File: src/rtl/transmit_dac.sv
// SPI-style 16-bit frame transmitter for a 12-bit DAC: cs/sclk/sdata with a done tick.
// Optional two's-complement to offset-binary conversion via TRANSMIT_DAC_OFFSET_BIN_EN.
module transmit_dac #(
  parameter int DATA_W  = 12,
  parameter int FRAME_W = 16,
  parameter int CLK_DIV = 4
) (
  input  logic              clk,
  input  logic              rst,
  input  logic              tx_start,
  input  logic [DATA_W-1:0] din,
  input  logic [1:0]        pd,
  output logic              tx_busy,
  output logic              tx_done_tick,
  output logic              cs,
  output logic              sclk_out,
  output logic              sdata
);

  localparam int CW = (CLK_DIV > 1) ? $clog2(CLK_DIV) : 1;
  localparam int BW = $clog2(FRAME_W + 1);
  localparam logic [CW-1:0] CNT_LAST = CW'(CLK_DIV - 1);
  localparam logic [BW-1:0] BIT_LAST = BW'(FRAME_W);

  localparam logic [1:0] S_IDLE  = 2'd0;
  localparam logic [1:0] S_SHIFT = 2'd1;
  localparam logic [1:0] S_QUIET = 2'd2;

  logic [1:0]         state;
  logic [CW-1:0]      cnt;
  logic [BW-1:0]      bit_cnt;
  logic [FRAME_W-1:0] shreg;
  logic               quiet_ph;
  logic               tick;
  logic [DATA_W-1:0]  din_adj;
  logic [FRAME_W-1:0] frame_word;

`ifdef TRANSMIT_DAC_OFFSET_BIN_EN
  // Flipping the sign bit maps two's-complement zero to mid-scale.
  assign din_adj = din ^ (DATA_W'(1) << (DATA_W - 1));
`else
  assign din_adj = din;
`endif

  always_comb begin
    frame_word               = '0;
    frame_word[DATA_W+1:0]   = {pd, din_adj};
  end

  assign tick = (cnt == CNT_LAST);

  always_ff @(posedge clk or posedge rst) begin
    if (rst) begin
      state        <= S_IDLE;
      cnt          <= '0;
      bit_cnt      <= '0;
      shreg        <= '0;
      quiet_ph     <= 1'b0;
      cs           <= 1'b1;
      sclk_out     <= 1'b1;
      sdata        <= 1'b0;
      tx_busy      <= 1'b0;
      tx_done_tick <= 1'b0;
    end else begin
      tx_done_tick <= 1'b0;
      case (state)
        S_IDLE: begin
          cs       <= 1'b1;
          sclk_out <= 1'b1;
          sdata    <= 1'b0;
          cnt      <= '0;
          bit_cnt  <= '0;
          quiet_ph <= 1'b0;
          if (tx_start) begin
            shreg   <= frame_word;
            sdata   <= frame_word[FRAME_W-1];
            cs      <= 1'b0;
            tx_busy <= 1'b1;
            state   <= S_SHIFT;
          end
        end

        S_SHIFT: begin
          cnt <= tick ? '0 : cnt + CW'(1);
          if (tick) begin
            if (sclk_out) begin
              // Falling edge: the DAC samples the bit already on sdata.
              sclk_out <= 1'b0;
              bit_cnt  <= bit_cnt + BW'(1);
            end else if (bit_cnt == BIT_LAST) begin
              sclk_out     <= 1'b1;
              sdata        <= 1'b0;
              cs           <= 1'b1;
              tx_done_tick <= 1'b1;
              shreg        <= '0;
              cnt          <= '0;
              state        <= S_QUIET;
            end else begin
              sclk_out <= 1'b1;
              shreg    <= shreg << 1;
              sdata    <= shreg[FRAME_W-2];
            end
          end
        end

        S_QUIET: begin
          // Two divider periods of SYNC-high before the next frame may start.
          cnt <= tick ? '0 : cnt + CW'(1);
          if (tick) begin
            quiet_ph <= ~quiet_ph;
            if (quiet_ph) begin
              tx_busy <= 1'b0;
              state   <= S_IDLE;
            end
          end
        end

        default: begin
          state <= S_IDLE;
        end
      endcase
    end
  end

endmodule
File: config.mk
export PLATFORM = sky130hd
export DESIGN_NAME = transmit_dac
export DESIGN_NICKNAME = d
export VERILOG_FILES = /design/src/rtl/transmit_dac.sv
export SDC_FILE = /design/constraint.sdc
export NUM_CORES = 1
export LEC_CHECK = 0
export CAP_MARGIN = 5
export CORE_ASPECT_RATIO = 1.2
export CORE_UTILIZATION = 58
export DETAILED_ROUTE_END_ITERATION = 8
export PLACE_DENSITY_LB_ADDON = 0.12
export SYNTH_ARGS = -nofsm -noshare
export SYNTH_HDL_FRONTEND = slang
export SYNTH_SLANG_ARGS = --single-unit
File: constraint.sdc
create_clock -name clk -period 4.65 [get_ports clk]
set_input_delay 1.395 -clock clk [delete_from_list [all_inputs] [get_ports clk]]
set_output_delay 1.395 -clock clk [all_outputs]
set_load 0.05 [all_outputs]
Yosys cells after proc, flatten, opt, wreduce, memory -nomap -nowiden
Index checks and enable logic that the tools add are counted.
{ "word_totals": {"register_bits": 30, "latch_bits": 0, "mem_bits_rw": 0, "mem_bits_ro": 0, "inputBits": 17, "output_inout_bits": 5, "elab_cells": 78, "mem_count": 0} }
{ "classes": {"n_addsub": 2, "n_mul": 0, "n_div": 0, "magnitude_cmp": 0, "eq_ne": 11, "n_shift": 0, "muxes": 42, "bitwise_logic": 1, "reduce_logical": 12} }
{ "op_table": {"columns": ["operator", "n"], "rows": [
  ["15-bit two-way mux", 4],
  ["15-bit case mux with 2 select lines", 1],
  ["2-bit two-way mux", 10],
  ["1-bit two-way mux", 17],
  ["2-bit inequality test (second input constant)", 7],
  ["2-bit case mux with 3 select lines", 2],
  ["4-bit AND reduction", 3],
  ["5-bit two-way mux", 2],
  ["1-bit case mux with 2 select lines", 5],
  ["5-bit case mux with 2 select lines", 1],
  ["3-bit AND reduction", 2],
  ["6-bit AND reduction", 1],
  ["5-bit by 1-bit adder with 5-bit output (second input constant)", 1],
  ["5-bit equality test (second input constant)", 1],
  ["2-bit equality test (second input constant)", 2],
  ["2-bit AND reduction", 2],
  ["2-bit nonzero test", 2],
  ["3-bit nonzero test", 1],
  ["2-bit by 1-bit adder with 2-bit output (second input constant)", 1],
  ["2-bit by 1-bit equality test with 1-bit output (second input constant)", 1],
  ["2-bit zero test", 1],
  ["1-bit NOT", 1]
]} }

Longest topological paths before layout
Gate-level depths: netlist of run 1.
{ "depth": {"ltp_word": 6, "ltp_mapped": 7, "mapped_depth_nobuf": 5} }

Worst setup path after synthesis of run 1
OpenSTA, ideal clock, no wires.
{ "synth_path": {"path_type": "input-to-reg", "startpoint": "input tx_start", "endpoint": "register shreg[10]", "setup_ns": 0.125, "t_arrival_ns": 2.274, "t_required_ns": 4.525, "path_slack_ns": 2.251, "path_stages": 4, "n_path_buf": 1, "path_cell_list": "nor2b_2 > a211oi_4 > buf_6 > mux2_2"} }
{ "synth_via": {"elab_chain_len": 2} }
{ "synth_rtl": {"columns": ["element", "line_no", "text"], "rows": [
  ["from (decl)", "10", "input logic tx_start,"],
  ["2-bit inequality test (no line)", null, null],
  ["4-bit AND reduction (no line)", null, null],
  ["to (signal assigned)", "75", "shreg <= frame_word;"],
  ["to (signal assigned)", "100", "shreg <= shreg << 1;"],
  ["to (decl)", "32", "logic [FRAME_W-1:0] shreg;"]
]} }
No other way between the ends.
A chain may end at the register's enable or synchronous reset.

Worst setup path in the final report of run 1
{ "layout_path": {"startpoint": "register sclk_out", "endpoint": "output sclk_out"} }
{ "layout_rtl": {"columns": ["element", "line_no", "text"], "rows": [
  ["from (decl)", "16", "output logic sclk_out,"],
  ["from (signal assigned)", "60", "sclk_out <= 1'b1;"],
  ["from (signal assigned)", "69", "sclk_out <= 1'b1;"],
  ["from (signal assigned)", "88", "sclk_out <= 1'b0;"]
]} }
No word-level cell between the ends.

==> flow_metrics.tcl, run 1 <==
set metrics [dict create \
    drt_iter0_drc 48 \
    diodes 0 \
    synth_warnings 0 \
    grt_pass1_wl_um 5440 \
    synth_edf_count 0 \
    ys_ff_latch 30 \
    synthCells 161 \
    drc 0 \
    outcome "completed" \
    setup_ws_ns 1.46 \
    end_kind "primary output" \
    wire_per_inst_um 15.1 \
    worst_pin_slew_ns 0.818 \
    dpl.cell_count 208 \
    ant_nets 0 \
    ios 22 \
    hold_start "quiet_ph" \
    grt_usage_pct 25.1 \
    wl_um 3280 \
    place_hpwl_um 2210 \
    post_cts_resized 0 \
    clockBufferDepth 2 \
    cts_buffers 5 \
    path_class "flop to primary output" \
    yosysMostFrequentCell "dfrtp_1" \
    irDropWorstVdd_mv 0.222 \
    grt_pass1_vias 1196 \
    antenna_found_initial 0 \
    finalSetupViolCount 0 \
    holdWs_ns 0.500 \
    dieHeight_um 60.5 \
    hold_viol_final 0 \
    crit_buf_inv 1 \
    power_density_nw_per_um2 232 \
    met2_length_um 1650 \
    rsz0062_at_grt "no" \
    layout.cells.non_filler 217 \
    ys_seq_area_share_pct 45.6 \
    min_path_type "flop to flop" \
    num-fill-cells 182 \
    first_pass_iters 4 \
    r2r-start "state[1]" \
    finalCritPeriodShare_pct 68.5 \
    wl_met1_um 1440 \
    fin_crit_ns 3.19 \
    layout-drive-gt1-share_pct 16.8 \
    place_ws_ns 1.43 \
    final_util_pct 74.3 \
    die-area_um2 3070 \
    cp-startpoint "sclk_out" \
    timing.max_cap.violations 0 \
    cp.arrival_ns 1.79 \
    top_layer_used "met4" \
    place_area_um2 1870 \
    cts_tree "done" \
    cp_slowest_stage_delay_ns 0.83 \
    routed-wl-met3_um 133 \
    avgSynthCellArea_um2 10.3 \
    viasPerCell 5.75 \
    cp.required_ns 3.25 \
    skew_ns 0.0107 \
    slowest_stage "clkdlybuf4s50_1" \
    areaGrowthSynthToFinish_pct 18.3 \
    core_area_um2 2630 \
    synth.top_cells.by_count "28 x dfrtp_1, 21 x inv_1, 18 x nand2_1, 15 x mux2_2, 13 x o22ai_1" \
    netlist.top_cell.by_area "dfrtp_1" \
    setup-tns-final_ns 0 \
    leakagePower_nw 0.846 \
    stdcell_area_um2 1950 \
    clock_sinks 30 \
    synth_nets 185 \
    start_util_pct 62.9 \
    total_power_mw 0.453 \
    vias 1248 \
    max_freq_mhz 314 \
    fp.dieW_um 50.7 \
    cts_hold_buffers 0 \
    async_flop_share_pct 100 \
    syn_area_um2 1650 \
    h-tree-depth 2 \
    cp_top_family "buffers and inverters" \
    start_kind "flop" \
    path_clk_slew_ns 0.10 \
    grt_max_degree 31 \
    cp_max_fo 9 \
    cp_cell_sequence "clkdlybuf4s50_1" \
    nets 207 \
    gp_congestion 0.840 \
    drv_slew 0 \
    port_buffers 21 \
    synth_top_area_share_pct 42.4 \
    clk_latency_ns 0.34 \
    yosys-top-cells-area "dfrtp_1 42%, mux2_2 10%, ha_1 5.3%, o22ai_1 4.9%, inv_1 4.8%" \
    row_count 20 \
    synth_cell_types 42 \
    postCtsSetupRepairBufs 0 \
    cts-root-buf "clkbuf_4" \
    grt_overflow_total 0 \
    timing.slew.headroom_pct 45.5 \
    synth-main-ff-cell "dfrtp_1" \
]
## routing by layer
metal	up-vias	global-route usage, %
met5	-	0
met4	0	10.7
met3	6	8.52
met2	24	40.8
met1	600	30.7
li1	618	-
## final cells by class
class                      count  area [um^2]  area share, %
timing repair buffer          23          245           12.6
sequential                    30          753           38.6
clock inverter                 1         5.00          0.256
clock buffer                   7         55.1           2.82
multi-input combinational    102          774           39.7
inverter                      21         78.8           4.04
tap                           33         41.3           2.11
## sequential cells by signal, indices dropped and copies added, names as in the netlist
register and flops:
tx_busy 1, quiet_ph 1, shreg 15, cnt 2, bit_cnt 5, sdata 1
sclk_out 1, cs 1, tx_done_tick 1, state 2
## power by group
group	internal (mW)	switching, mW
sequential	0.261	0
clock	0.0732	0.0951
combinational	0.0148	0.00920
total	0.349	0.104
## final timing paths
kind	endpoint	slack, ns	cells after the start
worst max-delay path	sclk_out	1.46	1
worst min-delay path	quiet_ph	0.50	1
worst max register to register	shreg[6]	1.94	5
worst min register to register	quiet_ph	0.50	1
max in group asynchronous	sclk_out	2.75	3
min in group asynchronous	shreg[7]	1.36	2
## cell families after synthesis
logic type / synth area share [%]
AOI/OAI and AO/OA: 18.2
and+or+nand+nor: 12.7
DFF: 45.6
buffers and inverters: 7.50
muxes: 10.2
adders and majority gates: 5.30
xor gates and xnor gates: 0.530
## placed cells by master (no fill, tap or decap), drive strengths merged, types with 2 or more instances in the layout
master	count
dfrtp	28
a22o	2
nor2b	2
dfstp	2
inv	21
o22ai	13
a22oi	2
nand2	18
nor2	3
a21oi	2
clkbuf	7
nand2b	4
o31ai	3
o211ai	4
clkdlybuf4s50	21
o21ai	4
a32o	2
ha	7
mux2	15
nand3b	2
a31oi	2
buf	2
nand3	2
Note: power is estimated with default switching activity, not from simulation.
==> run 2: changes to the inputs <==
--- a/config.mk
+++ b/config.mk
@@ -7,7 +7,7 @@
 export LEC_CHECK = 0
 export CAP_MARGIN = 5
 export CORE_ASPECT_RATIO = 1.2
-export CORE_UTILIZATION = 58
+export CORE_UTILIZATION = 54
 export DETAILED_ROUTE_END_ITERATION = 8
 export PLACE_DENSITY_LB_ADDON = 0.12
 export SYNTH_ARGS = -nofsm -noshare
==> constraint.sdc (replaced) <==
create_clock -name clk -period 2.95 [get_ports clk]
set_input_delay 0.885 -clock clk [delete_from_list [all_inputs] [get_ports clk]]
set_output_delay 0.885 -clock clk [all_outputs]
set_load 0.05 [all_outputs]
==> run 2 against run 1 <==
Clock skew is 0.0044 ns lower. Combinational power is 41% higher. Critical path type unchanged. Clock-buffer cell count stayed put. Die area is 7.1% higher. Worst hold slack better by 0.0022 ns. Critical endpoint unchanged. Cell count is 0.92% higher. Largest power group unchanged. Sequential share of layout area is 0.22 points higher. Wire length is 6.5% lower.
==> flow_metrics.tcl, run 2 (same netlist as run 1, synthesis figures left out) <==
set metrics [dict create \
    ios 22 \
    num-fill-cells 236 \
    drc 0 \
    timing.max_cap.violations 0 \
    outcome "completed" \
    rsz0062_at_grt "no" \
    irDropWorstVdd_mv 0.341 \
    max_freq_mhz 376 \
    antenna_found_initial 0 \
    power_density_nw_per_um2 360 \
    start_kind "flop" \
    final_common_cell "dfrtp_1" \
    port_buffers 21 \
    place_hpwl_um 2120 \
    row_count 21 \
    postCtsSetupRepairBufs 0 \
    dieHeight_um 62.6 \
    cts_tree "done" \
    path_class "flop to primary output" \
    slowest_stage "clkdlybuf4s50_1" \
    cp_cell_sequence "clkdlybuf4s50_1" \
    grt_overflow_total 0 \
    largest_reg_flops 15 \
    clock_sinks 30 \
    viasPerCell 5.65 \
    regArea_um2 753 \
    top_register "shreg" \
    layout-drive-gt1-share_pct 17.3 \
    areaGrowthSynthToFinish_pct 17.6 \
    nets 208 \
    multi_input_area_um2 774 \
    diodes 0 \
    drv_slew 0 \
    grt_pass1_vias 1258 \
    cts_hold_buffers 0 \
    cts_buffers 5 \
    layout.cells.non_filler 219 \
    grt_usage_pct 22.1 \
    cts-root-buf "clkbuf_4" \
    cp.required_ns 2.07 \
    cp_top_family "buffers and inverters" \
    finalSetupViolCount 0 \
    wire_per_inst_um 14.0 \
    vias 1238 \
    total_power_mw 0.699 \
    dpl.cell_count 211 \
    crit_buf_inv 1 \
    fp.dieW_um 52.5 \
    grt_max_degree 47 \
    place_area_um2 1880 \
    min_path_type "flop to flop" \
    final_cell_mix "28 x dfrtp_1, 21 x inv_1, 21 x clkdlybuf4s50_1" \
    start_util_pct 58.2 \
    core_area_um2 2840 \
    die-area_um2 3280 \
    holdWs_ns 0.502 \
    skew_ns 0.00626 \
    grt_pass1_wl_um 5400 \
    worst_pin_slew_ns 0.493 \
    post_cts_resized 0 \
    stdcell_area_um2 1940 \
    fin_crit_ns 2.66 \
    timing.slew.headroom_pct 67.0 \
    clk_latency_ns 0.33 \
    clockBufferDepth 2 \
    ant_nets 0 \
    first_pass_iters 4 \
    cp_slowest_stage_delay_ns 0.83 \
    cp.arrival_ns 1.77 \
    path_clk_slew_ns 0.09 \
    cp_max_fo 9 \
    h-tree-depth 2 \
    finalCritPeriodShare_pct 90.1 \
    wl_um 3070 \
    gp_congestion 0.788 \
    setup-tns-final_ns 0 \
    top_regs "shreg (15), bit_cnt (5)" \
    hold_viol_final 0 \
    leakagePower_nw 0.844 \
    end_kind "primary output" \
    drt_iter0_drc 34 \
]
[run 2: cell types whose count changed in the layout (fill, tap and decap cells not counted)]
cell | before | now
buf_16 | 1 | 0
buf_4 | 1 | 3
[run 2: worst register-to-register path, stage by stage (launching register included)]
cell and delay, ns:
dfrtp_1 0.43, inv_1 0.10, ha_1 0.14, buf_4 0.39, nor2_1 0.22, a211oi_4 0.18, buf_4 0.25, mux2_2 0.36
[run 2: final timing paths]
| path | depth (start not counted) | slack [ns] | startpoint | to |
|---|---|---|---|---|
| worst max-delay path | 1 | 0.29 | sclk_out | sclk_out |
| worst min-delay path | 1 | 0.50 | quiet_ph | quiet_ph |
| worst max register to register | 7 | 0.77 | state[1] | shreg[12] |
| worst min register to register | 1 | 0.50 | quiet_ph | quiet_ph |
| max in group asynchronous | 3 | 1.71 | rst | sclk_out |
| min in group asynchronous | 3 | 0.92 | rst | cnt[1] |
[run 2: report_power, final]
| group | leakage, nW | switching, mW | internal (mW) |
|---|---|---|---|
| logic | 0.469 | 0.0135 | 0.0205 |
| clock network | 0.0353 | 0.139 | 0.115 |
| registers | 0.340 | 0 | 0.411 |
| total | 0.844 | 0.153 | 0.547 |
[run 2: stage by stage]
step / utilization [%] / setup WS, ns
after floorplan: - / 1.06
after detailed placement: 66.3 / 0.489
after global routing: 68.4 / 0.239
final: 68.4 / 0.293
after global placement: 66.3 / 0.519
after CTS: 68.4 / 0.275
[run 2: area by class of cell]
| type | instances | area share (%) |
|---|---|---|
| clock inverters | 1 | 0.258 |
| clock buffers | 7 | 2.84 |
| well taps | 34 | 2.19 |
| multi-input cells | 102 | 39.9 |
| flip-flops and latches | 30 | 38.8 |
| inverters | 21 | 4.06 |
| repair buffers | 24 | 12.0 |
[run 2: metal layers]
| layer | GRT usage [%] | vias to the layer above | share of wire [%] | routed length, um |
|---|---|---|---|---|
| li1 | - | 618 | - | - |
| met1 | 26.4 | 591 | 47 | 1430 |
| met2 | 35.6 | 22 | 48 | 1460 |
| met3 | 5.60 | 7 | 3.9 | 121 |
| met4 | 11.2 | 0 | 1.7 | 53 |
| met5 | 0 | - | 0 | 0 |
==> run 3: changes to the inputs <==
--- a/config.mk
+++ b/config.mk
@@ -10,6 +10,7 @@
 export CORE_UTILIZATION = 54
 export DETAILED_ROUTE_END_ITERATION = 8
 export PLACE_DENSITY_LB_ADDON = 0.12
+export SLEW_MARGIN = 10
 export SYNTH_ARGS = -nofsm -noshare
 export SYNTH_HDL_FRONTEND = slang
 export SYNTH_SLANG_ARGS = --single-unit
==> results of run 3 <==
Same layout as run 2: the final DEF is identical, and so are final timing and power.
